--- src/rtl/scan138_pkg.sv ---
// Shared types and constants for the 74LS138 scan sequencer.
package scan138_pkg;

  typedef enum logic [1:0] {
    IDLE  = 2'd0,
    DWELL = 2'd1,
    BLANK = 2'd2
  } state_t;

  // Decoder enable triplet ordered {G, G2A, G2B}.
  localparam logic [2:0] DEC_OFF = 3'b011;
  localparam logic [2:0] DEC_ON  = 3'b100;

  // Legal blanking lengths; the gap must be at least one cycle and fit the counter.
  localparam int BLANK_MIN = 1;
  localparam int BLANK_MAX = 255;

  function automatic bit blank_cyc_ok(input int n);
    return (n >= BLANK_MIN) && (n <= BLANK_MAX);
  endfunction

endpackage

--- src/rtl/scan_seq_138_next_chan.sv ---
// Circular search for the next enabled channel in an 8-bit mask.
// With first=1 the lowest set bit is returned; otherwise the search starts
// strictly after cur and wraps, landing on cur itself for a one-hot mask.
module next_chan (
  input  logic [7:0] mask,
  input  logic [2:0] cur,
  input  logic       first,
  output logic [2:0] nxt,
  output logic       wrap,
  output logic       none
);

  logic [2:0] start;
  logic [2:0] idx;
  logic       found;

  // Scan eight positions after the start point; the first hit wins.
  always_comb begin
    // NOTE: every signal written here gets a value before any branch, so no latch is inferred.
    start = first ? 3'd7 : cur;
    idx   = '0;
    nxt   = cur;
    found = 1'b0;
    for (int k = 1; k <= 8; k++) begin
      idx = start + 3'(k);
      if (!found && mask[idx]) begin
        nxt   = idx;
        found = 1'b1;
      end
    end
    none = ~found;
    wrap = found && !first && (nxt <= cur);
  end

endmodule

--- src/rtl/scan_seq_138.sv ---
// Scan sequencer driving the select and enable pins of a 74LS138 decoder.
// Dwells on each enabled channel, then blanks the decoder before moving on.
module scan_seq_138
  import scan138_pkg::*;
#(
  parameter int DIV_W     = 16,
  parameter int BLANK_CYC = 2
) (
  input  logic             clk,
  input  logic             rst_n,
  input  logic             en,
  input  logic             step,
  input  logic [7:0]       mask,
  input  logic [DIV_W-1:0] div,
  output logic             C,
  output logic             B,
  output logic             A,
  output logic             G,
  output logic             G2A,
  output logic             G2B,
  output logic             frame_done,
  output logic             busy
);

  // One counter serves both dwell and blank; it must hold div and BLANK_CYC-1.
  localparam int CNT_W = (DIV_W > 8) ? DIV_W : 8;

  if (!blank_cyc_ok(BLANK_CYC)) begin : g_bad_blank
    $error("scan_seq_138: BLANK_CYC out of range 1..255");
  end

  state_t           state_q, state_d;
  logic [2:0]       addr_q, addr_d;
  logic [CNT_W-1:0] cnt_q, cnt_d;
  logic             run_q, run_d;
  logic [2:0]       dec_q, dec_d;
  logic             fd_q, fd_d;
  logic             busy_q, busy_d;

  logic [2:0]       nxt;
  logic             wrap;
  logic             none;
  logic             in_idle;

  assign in_idle = (state_q == IDLE);

  next_chan u_next_chan (
    .mask  (mask),
    .cur   (addr_q),
    .first (in_idle),
    .nxt   (nxt),
    .wrap  (wrap),
    .none  (none)
  );

  // Next-state, counter and output decode for the IDLE/DWELL/BLANK sequence.
  always_comb begin
    state_d = state_q;
    addr_d  = addr_q;
    cnt_d   = cnt_q;
    run_d   = run_q;
    fd_d    = 1'b0;
    case (state_q)
      IDLE: begin
        if ((en || step) && !none) begin
          state_d = DWELL;
          addr_d  = nxt;
          cnt_d   = CNT_W'(div);
          run_d   = en;
        end
      end
      DWELL: begin
        if (cnt_q == '0) begin
          state_d = BLANK;
          cnt_d   = CNT_W'(BLANK_CYC - 1);
          if (!none) begin
            addr_d = nxt;
            fd_d   = wrap;
          end
        end else begin
          cnt_d = cnt_q - CNT_W'(1);
        end
      end
      BLANK: begin
        if (cnt_q == '0) begin
          if (run_q && en && (mask != 8'h00)) begin
            state_d = DWELL;
            cnt_d   = CNT_W'(div);
          end else begin
            state_d = IDLE;
          end
        end else begin
          cnt_d = cnt_q - CNT_W'(1);
        end
      end
      default: state_d = IDLE;
    endcase
    dec_d  = (state_d == DWELL) ? DEC_ON : DEC_OFF;
    busy_d = (state_d != IDLE);
  end

  // State and registered outputs; reset disables the decoder immediately.
  always_ff @(posedge clk or negedge rst_n) begin
    // NOTE: sequential state uses non-blocking assignment so all flops update together.
    if (!rst_n) begin
      state_q <= IDLE;
      addr_q  <= '0;
      cnt_q   <= '0;
      run_q   <= 1'b0;
      dec_q   <= DEC_OFF;
      fd_q    <= 1'b0;
      busy_q  <= 1'b0;
    end else begin
      state_q <= state_d;
      addr_q  <= addr_d;
      cnt_q   <= cnt_d;
      run_q   <= run_d;
      dec_q   <= dec_d;
      fd_q    <= fd_d;
      busy_q  <= busy_d;
    end
  end

  assign {C, B, A}       = addr_q;
  assign {G, G2A, G2B}   = dec_q;
  assign frame_done      = fd_q;
  assign busy            = busy_q;

endmodule

--- config.mk ---
export PLATFORM = sky130hd
export DESIGN_NAME = scan_seq_138
export DESIGN_NICKNAME = d
export VERILOG_FILES = /design/src/rtl/scan138_pkg.sv /design/src/rtl/scan_seq_138_next_chan.sv /design/src/rtl/scan_seq_138.sv
export SDC_FILE = /design/constraint.sdc
export NUM_CORES = 1
export LEC_CHECK = 0
export ABC_AREA = 1
export BUFFER_PORTS_ARGS = -buffer_cell sky130_fd_sc_hd__buf_2
export CAP_MARGIN = 15
export CORE_ASPECT_RATIO = 0.6
export CORE_MARGIN = 2
export CORE_UTILIZATION = 45
export DETAILED_ROUTE_END_ITERATION = 6
export GPL_TIMING_DRIVEN = 0
export PLACE_DENSITY = 0.77
export SLEW_MARGIN = 20
export SYNTH_ARGS = -nofsm -noshare
export SYNTH_HDL_FRONTEND = slang
export SYNTH_SLANG_ARGS = --single-unit
--- constraint.sdc ---
create_clock -name clk -period 4.33 [get_ports clk]
set_input_delay 0.433 -clock clk [delete_from_list [all_inputs] [get_ports clk]]
set_output_delay 0.433 -clock clk [all_outputs]
set_load 0.05 [all_outputs]
==> out/results.ini <==
[synthesis]
synth_top_family_by_area = simple AND/OR/NAND/NOR gates
netlist.area_leader.share = 0.2301
syn-cell-area_mm2 = 0.002719
synth_nets = 481
ys_seq_area_frac = 0.2398
ys_ff_latch = 26
ys_warn_count = 0
synthSimpleGateAreaFrac = 0.4344
avgSynthCellArea_um2 = 6.137
ys.flop_type = dfrtp_1
synth_adder_area_share = 0.04602
syn_inst = 443
synthXorXnorAreaFrac = 0.03820
synth_area_leaders = dfrtp_1 (23%), nand2_1 (22%), nand3_1 (9.4%)
synthArstFlopShare = 1.000
synth-edff-count = 0
muxShareOfSynthArea = 0
synth.distinct_cells = 35
yosysMostFrequentCell = nand2_1
netlist_top_cells_count = nand2_1 (157), inv_1 (57), nand3_1 (51), o21ai_0 (33), dfrtp_1 (25)
synth_compound_area_frac = 0.1307
synth_top_area_cell = dfrtp_1

[clocking]
cts_tree = built
cts_buffer_depth = 2
cts_buffers = 3
cts_max_level = 1
cts-root-buf = clkbuf_8
post_cts_buffers = 0
clk_pin_slew_ns = 0.10
cts.sinks = 26
clock_latency_ns = 0.28

[route]
drt_iter0_markers = 416
drt-total-wl_um = 7677
routedWlPerCell_um = 13.66
drc_errors = 0
ant_nets = 0
firstDrtPassIters = 5
dr_total_vias = 3053
avgViaCountPerCell = 5.432

[finish]
drive_above_1_share = 0.1743
layout.nets = 521
area_delta_synth_final_pct = 12.89
instances_no_fill = 562
diodes = 0

[outcome]
status = finished clean

[sta]
tightest_slew_ns = 0.6026
worst_slack_ns = 0.2970
fin_crit_ns = 4.033
period_share = 0.9314
setup_viol = 0
holdWs_ns = 0.1600
fmax_ghz = 0.2480
slew_headroom = 0.5983
fin_skew_ns = 0.01319
finalHoldViolations = 0
drv_slew = 0

[setup_path]
crit_type = reg -> reg
path_max_fanout = 10
worstPathRequired_ns = 4.51
start_kind = register
endpoint_kind = register
cp.arrival_ns = 4.21

[global_route]
grt_overflow_total = 0
met1_usage = 0.3853
grt_util_all_layers = 0.2309
busiest_layer = met1
grt_use_met2 = 0.2941
grt_max_degree = 27
use_met3 = 0.04898
grt_pass1_wl_um = 12540
antenna_found_initial = 0
grt_pass1_vias = 2540

[placed_design]
io_buffers = 35
place.gp.congestion = 0.9503
dpl.hpwl_um = 6161
placed_cells = 558
place_ws_ns = 0.09838

[floorplanning]
dieHeight_um = 64.21
ios = 36
dieArea_mm2 = 0.006700
initial_utilization = 0.4768
die_w_um = 104.4
core_mm2 = 0.005702
num_rows = 21

[pwr]
power_density_mw_per_mm2 = 150.2
vdd_drop_max_mv = 0.1117
p_leak_nw = 1.667

[run]
drv_cap = 0

[hold_path]
hold_path.class = in -> async

[final cells by class]
type	count	area, um2
multi-input combinational	347	1793
sequential	26	651.9
clock buffer	4	45.04
buffer	9	72.57
inverter	61	231.5
fill	575	2633
tap	80	100.1
timing repair buffer	35	175.2
[kinds of logic (layout without fill, tap and decap cells)]
kind of cell | Yosys count | in the layout
adder cells (fa/ha/maj) | 10 | 10
buffers and inverters | 70 | 109
XOR/XNOR | 11 | 11
AO/OA/AOI/OAI | 63 | 63
flip-flops | 26 | 26
AND/OR/NAND/NOR | 263 | 263
[state kept, by name (all words and copies together), names as in the netlist]
signal,count
dec_q,2
cnt_q,16
addr_q,3
busy,1
run_q,1
frame_done,1
state_q,2
[layer usage]
| metal | vias to the layer above | share of wire |
|---|---|---|
| met4 | 0 | 0.0076 |
| li1 | 1509 | - |
| met2 | 150 | 0.37 |
| met1 | 1386 | 0.53 |
| met5 | - | 0 |
| met3 | 8 | 0.090 |
[layout by cell type, fill, tap and decap left out, drive strengths merged]
master,synthesis,layout
nand2,167,167
inv,61,61
nand3,54,54
o21ai,46,46
buf,7,42
dfrtp,25,25
nor2,23,23
a21oi,11,11
ha,10,10
xor2,9,9
nand4,8,8
clkbuf,2,6
nor3,5,5
nor4,3,3
a21boi,2,2
or2,2,2
xnor2,2,2
and2,1,1
a31oi,1,1
o21a,1,1
o211ai,1,1
a211oi,1,1
dfstp,1,1
[worst max-delay path, cell delays in order, from the launching register on]
cell and delay [ns]:
dfrtp_1 0.41, inv_1 0.11, ha_4 0.21, inv_4 0.11
nand2_4 0.05, buf_6 0.14, ha_1 0.39, inv_2 0.16
nand3_1 0.09, nand2_1 0.16, nand2_1 0.11, nand2_2 0.16
nand2_1 0.13, nor2_4 0.17, nand3_1 0.11, nor2_2 0.18
nand2_1 0.17, o21ai_1 0.15, inv_1 0.07, a21boi_1 0.15
ha_1 0.27, a21oi_1 0.12, o21ai_0 0.11, a211oi_2 0.21
[power by group]
part           switching (mW)  total, mW  internal (mW)
clock network          0.0772      0.143         0.0659
registers                   0      0.243          0.243
logic                  0.0480     0.0753         0.0273
[stage by stage]
step	instance area (um2)	power, mW	util	TNS (ns)
floorplan	2719	0.2918	-	0
global placement	2994	0.3185	0.5251	0
detailed placement	2994	0.3203	0.5251	0
CTS	3039	0.4601	0.5330	0
global route	3069	0.4830	0.5383	-0.01061
finish	3069	0.4610	0.5383	0
[repair_timing]
item                                   in CTS  in global routing
setup endpoints to repair                   0                  1
hold buffers                                0                  0
resized for setup                           0                  7
endpoints found under the hold margin       0                  0
[final timing paths]
path | startpoint | end | slack, ns | cells past startpoint
min in group clk | en | run_q | 0.45 | 3
worst min-delay path | rst_n | cnt_q[2] | 0.16 | 1
max in group asynchronous | rst_n | addr_q[0] | 3.77 | 1
worst max register to register | state_q[0] | frame_done | 0.30 | 23
worst max-delay path | state_q[0] | frame_done | 0.30 | 23
worst min register to register | run_q | run_q | 0.50 | 2
(Power assumes the default switching activity.)
